**src/rtl/quad_gen.sv**
```systemverilog
// Quadrature encoder emulator: walks a/b through Gray steps
// from the current position to a requested target.
module quad_gen #(
  parameter int WIDTH        = 8,
  parameter int PHASE_CYCLES = 16
) (
  input  logic             clk,
  input  logic             reset_n,
  input  logic [WIDTH-1:0] target,
  input  logic             target_valid,
  input  logic             abort,
  output logic             ready,
  output logic             busy,
  output logic             done,
  output logic             a,
  output logic             b,
  output logic [WIDTH-1:0] position
);

  localparam int CW = (PHASE_CYCLES > 1) ? $clog2(PHASE_CYCLES) : 1;
  localparam logic [CW-1:0] DWELL_MAX = CW'(PHASE_CYCLES - 1);
  localparam logic [WIDTH-1:0] HALF = WIDTH'(1) << (WIDTH - 1);

  typedef enum logic {
    IDLE,
    RUN
  } state_e;

  state_e           state_q, state_d;
  logic [WIDTH-1:0] pos_q, pos_d;
  logic [WIDTH-1:0] steps_q, steps_d;
  logic [CW-1:0]    dwell_q, dwell_d;
  logic             dir_q, dir_d;
  logic             done_q, done_d;
  logic             zpend_q, zpend_d;
  logic             a_q, a_d;
  logic             b_q, b_d;
  logic [WIDTH-1:0] diff;
  logic             step_en;

  always_comb begin
    state_d = state_q;
    steps_d = steps_q;
    dwell_d = dwell_q;
    dir_d   = dir_q;
    done_d  = 1'b0;
    zpend_d = 1'b0;
    step_en = 1'b0;
    diff    = target - pos_q;
    unique case (state_q)
      IDLE: begin
        done_d = zpend_q;
        if (target_valid) begin
          if (diff == '0) begin
            zpend_d = 1'b1;
          end else begin
            state_d = RUN;
            dwell_d = DWELL_MAX;
            // the exact half-turn tie goes up
            if (diff[WIDTH-1] && diff != HALF) begin
              dir_d   = 1'b0;
              steps_d = WIDTH'(0) - diff;
            end else begin
              dir_d   = 1'b1;
              steps_d = diff;
            end
          end
        end
      end
      RUN: begin
        if (abort) begin
          state_d = IDLE;
          dwell_d = '0;
        end else if (dwell_q == '0) begin
          step_en = 1'b1;
          dwell_d = DWELL_MAX;
          steps_d = steps_q - WIDTH'(1);
          if (steps_q == WIDTH'(1)) begin
            state_d = IDLE;
            done_d  = 1'b1;
            dwell_d = '0;
          end
        end else begin
          dwell_d = dwell_q - CW'(1);
        end
      end
      default: state_d = IDLE;
    endcase
    pos_d = pos_q;
    if (step_en) begin
      pos_d = dir_q ? pos_q + WIDTH'(1) : pos_q - WIDTH'(1);
    end
    a_d = pos_d[1];
    b_d = pos_d[1] ^ pos_d[0];
  end

  always_ff @(posedge clk) begin
    if (!reset_n) begin
      state_q <= IDLE;
      pos_q   <= '0;
      steps_q <= '0;
      dwell_q <= '0;
      dir_q   <= 1'b1;
      done_q  <= 1'b0;
      zpend_q <= 1'b0;
      a_q     <= 1'b0;
      b_q     <= 1'b0;
    end else begin
      state_q <= state_d;
      pos_q   <= pos_d;
      steps_q <= steps_d;
      dwell_q <= dwell_d;
      dir_q   <= dir_d;
      done_q  <= done_d;
      zpend_q <= zpend_d;
      a_q     <= a_d;
      b_q     <= b_d;
    end
  end

  assign ready    = (state_q == IDLE);
  assign busy     = (state_q == RUN);
  assign done     = done_q;
  assign a        = a_q;
  assign b        = b_q;
  assign position = pos_q;

endmodule

```
**config.mk**
```make
export PLATFORM = sky130hd
export DESIGN_NAME = quad_gen
export DESIGN_NICKNAME = d
export VERILOG_FILES = /design/src/rtl/quad_gen.sv
export SDC_FILE = /design/constraint.sdc
export NUM_CORES = 1
export LEC_CHECK = 0
export ABC_AREA = 1
export CORE_MARGIN = 5
export CORE_UTILIZATION = 55
export DETAILED_ROUTE_END_ITERATION = 7
export GPL_ROUTABILITY_DRIVEN = 0
export PLACE_DENSITY = 0.81
export RECOVER_POWER = 100
export SLEW_MARGIN = 20
export SYNTH_ARGS = -nofsm -noshare
export SYNTH_HDL_FRONTEND = slang
export SYNTH_SLANG_ARGS = --single-unit
```
**constraint.sdc**
```tcl
create_clock -name clk -period 3 [get_ports clk]
set_clock_uncertainty 0.15 [all_clocks]
set_input_delay 0.3 -clock clk [delete_from_list [all_inputs] [get_ports clk]]
set_output_delay 0.3 -clock clk [all_outputs]
set_load 0.005 [all_outputs]
```
==> impl_metrics.csv <==
group,metric,value,unit
global_routing,track_usage,20.7,%
outcome,outcome,"finished clean",
synthesis,ys_seq_elements,25,
drt,drc_errors,0,
worst_setup_path,cp-startpoint,"target[0]",
worst_setup_path,max_stage_delay,460,ps
worst_setup_path,worstPathRequired,3030,ps
global_routing,antenna_found_initial,0,
place,dp_hpwl,3.97,mm
worst_setup_path,r2r-start,"position[1]",
synthesis,synth_commonest_cells,"90 x nand2_1, 58 x inv_1, 34 x nand3_1",
timing,post-route-period-util,91.0,%
worst_setup_path,worstSetupEndpointType,"register",
floorplanning,start_util,56.4,%
global_routing,grt_overflow,0,
worst_setup_path,rrSetupSlack,430,ps
synthesis,async_flop_share,0,%
drt,drtIter0Drc,189,
pwr,ir_drop,0.000238,V
drt,dr.pass1.iters,5,
finish,nets,417,
floorplanning,core_area,0.00397,sq mm
global_routing,grt_pass1_wl,9.03,mm
synthesis,synth_most_common_cell,"nand2_1",
synthesis,synthFlopType,"dfxtp_1",
timing,maxSlewViolCount,0,
clock_network,clockBufferDepth,2,
clock_network,numCtsBuffers,3,
finish,drive_gt1_share,6.79,%
synthesis,synthesis.instances,356,
clock_network,path_clk_slew,90,ps
drt,viasPerCell,5.27,
synthesis,yosysWarnings,0,
timing,fmax,0.366,GHz
global_routing,grt_pass1_vias,2126,
floorplanning,fp.dieH,73.8,microns
worst_setup_path,cp-endpoint,"steps_q[1]",
finish,syn2layout_area_growth,15.7,%
floorplanning,num_io_pins,25,
synthesis,synth.top_cell.area_share,22.4,%
worst_setup_path,worst_r2r_endpoint,"steps_q[1]",
timing,rsz0062_at_grt,"false",
drt,drt_wl_total,5.23,mm
timing,hold_viol_final,0,
worst_setup_path,path_max_fanout,4,
clock_network,clk-insertion-delay-late,270,ps
clock_network,cts_tree,"done",
synthesis,synthTopCellsByArea,"dfxtp_1 22%, nand2_1 15%, ha_1 11%, inv_1 9.7%, nand3_1 7.6%",
clock_network,h-tree-depth,1,
drt,ant_nets,0,
floorplanning,die_w,73.8,microns
clock_network,cts_resized,0,
synthesis,ys_types,32,
worst_setup_path,arrival,2760,ps
clock_network,clock_sinks,25,
worst_setup_path,critical-path-slowest-cell,"clkdlybuf4s50_1",
synthesis,syn_nets,389,
place,io_buffers,24,
finish,post-route-util,65.2,%
worst_setup_path,critPathLaunchType,"input port",
worst_setup_path,path_cells,"clkdlybuf4s50_1 > inv_1 > ha_1 > inv_1 > fa_1 > inv_1 > ha_1 > inv_1 > nor2_1 > nand3_1 > nor2_2 > nand3_2 > nand2_2 > nand2_1 > nand2_1 > nor2_1 > nor2_1 > nor2_1",
drt,vias,2283,
timing,finalCriticalPeriod,2730,ps
pwr,p_leak,1.36,nW
finish,fillers,374,
clock_network,holdBufCountCts,0,
worst_setup_path,worstSetupPathType,"input port to register",
clock_network,cts_setup_buffers,0,
timing,setup-tns-final,0,ps
worst_setup_path,ff2ff_path_depth,15,
synthesis,yosysSeqAreaShare,22.4,%
floorplanning,rows,23,
synthesis,synth_area_per_cell,6.29,sq um
synthesis,synth_area_leader_cell,"dfxtp_1",
synthesis,syn_area,0.00224,sq mm
pwr,power_density,375,mW/mm^2
timing,worst_pin_slew,761,ps
finish,antenna_cells,0,
global_routing,grt_max_degree,17,
drt,wl_per_cell,12.1,microns
floorplanning,dieArea,0.00545,sq mm
flow_run,max_cap_viol_count,0,
timing,setup_viol,0,
synthesis,synth-edff-count,0,
hold_path,min_path_type,"register to register",
clock_network,clock-root-buffer,"clkbuf_8",
timing,slew_headroom,49.3,%
[layer usage]
layer / GRT usage [%] / part of all wire [%] / routed length, microns
met4: 5.03 / 1.1 / 55
met5: 0 / 0 / 0
met1: 28.2 / 50 / 2600
met2: 34.0 / 46 / 2390
met3: 3.28 / 3.7 / 191
[area by class of cell]
cell class	count	area, sq um	area share (%)
clock buffer	4	45.0	1.74
tap	50	62.6	2.42
inverter	60	225	8.70
sequential	25	500	19.3
timing repair buffer	29	283	10.9
multi-input combinational	265	1470	56.9
[how the worst min path moves through the flow]
stage,startpoint,endpoint,slack (ps),depth (start not counted)
after floorplan,reset_n,steps_q[4],280,2
after global placement,dwell_q[0],dwell_q[0],310,2
after detailed placement,dwell_q[0],dwell_q[0],310,2
after CTS,dwell_q[0],dwell_q[0],330,2
after global routing,dwell_q[0],dwell_q[0],360,2
final,dwell_q[0],dwell_q[0],320,2
[power breakdown]
part | internal, mW | total (mW) | switching [mW]
Combinational | 0.147 | 0.390 | 0.243
Sequential | 0.357 | 0.375 | 0.0178
Clock | 0.0952 | 0.206 | 0.111
Total | 0.600 | 0.972 | 0.372
[worst max-delay path, delay by kind of cell]
family	cells	cell delay [ps]
buffers and inverters	5	700
AND/OR/NAND/NOR	10	1020
adder cells (fa/ha/maj)	3	720
[through the flow]
| step | instances | hold slack (ps) | power, mW | worst slack, ps | instance area (sq um) |
|---|---|---|---|---|---|
| after floorplan | 356 | 276 | 0.672 | 618 | 2240 |
| after global placement | 429 | 309 | 0.760 | 124 | 2560 |
| after detailed placement | 429 | 310 | 0.770 | 44.7 | 2560 |
| after CTS | 433 | 325 | 0.977 | 343 | 2610 |
| after global routing | 433 | 364 | 1.05 | 70.6 | 2590 |
| final | 433 | 324 | 0.972 | 271 | 2590 |
[cell families (layout without fill, tap and decap cells)]
kind of cell | count (synthesis) | in the layout | share of synthesized area (%)
and+or+nand+nor | 185 | 185 | 37.6
xor gates and xnor gates | 12 | 12 | 4.70
buffers and inverters | 66 | 93 | 11.5
DFF | 25 | 25 | 22.4
AOI/OAI and AO/OA | 47 | 47 | 11.5
adders and majority gates | 21 | 21 | 12.4
[layout by cell type, fill, tap and decap left out, drive strengths merged]
cell type / count
a21o: 1
dlygate4sd3: 11
nor3: 4
dfxtp: 25
nand3: 37
a2bb2oi: 1
o21ai: 17
ha: 19
inv: 60
a21oi: 23
or2: 2
xor2: 10
buf: 3
nand4: 7
nand2: 99
a211oi: 1
clkdlybuf4s50: 13
nand3b: 1
clkbuf: 6
o22ai: 2
fa: 2
xnor2: 2
a31oi: 2
nor2: 35
[registers in the layout (all words and copies together) (netlist names)]
signal,flops
position,8
steps_q,8
dwell_q,4
b,1
busy,1
dir_q,1
done,1
zpend_q,1
(Power assumes the default switching activity.)
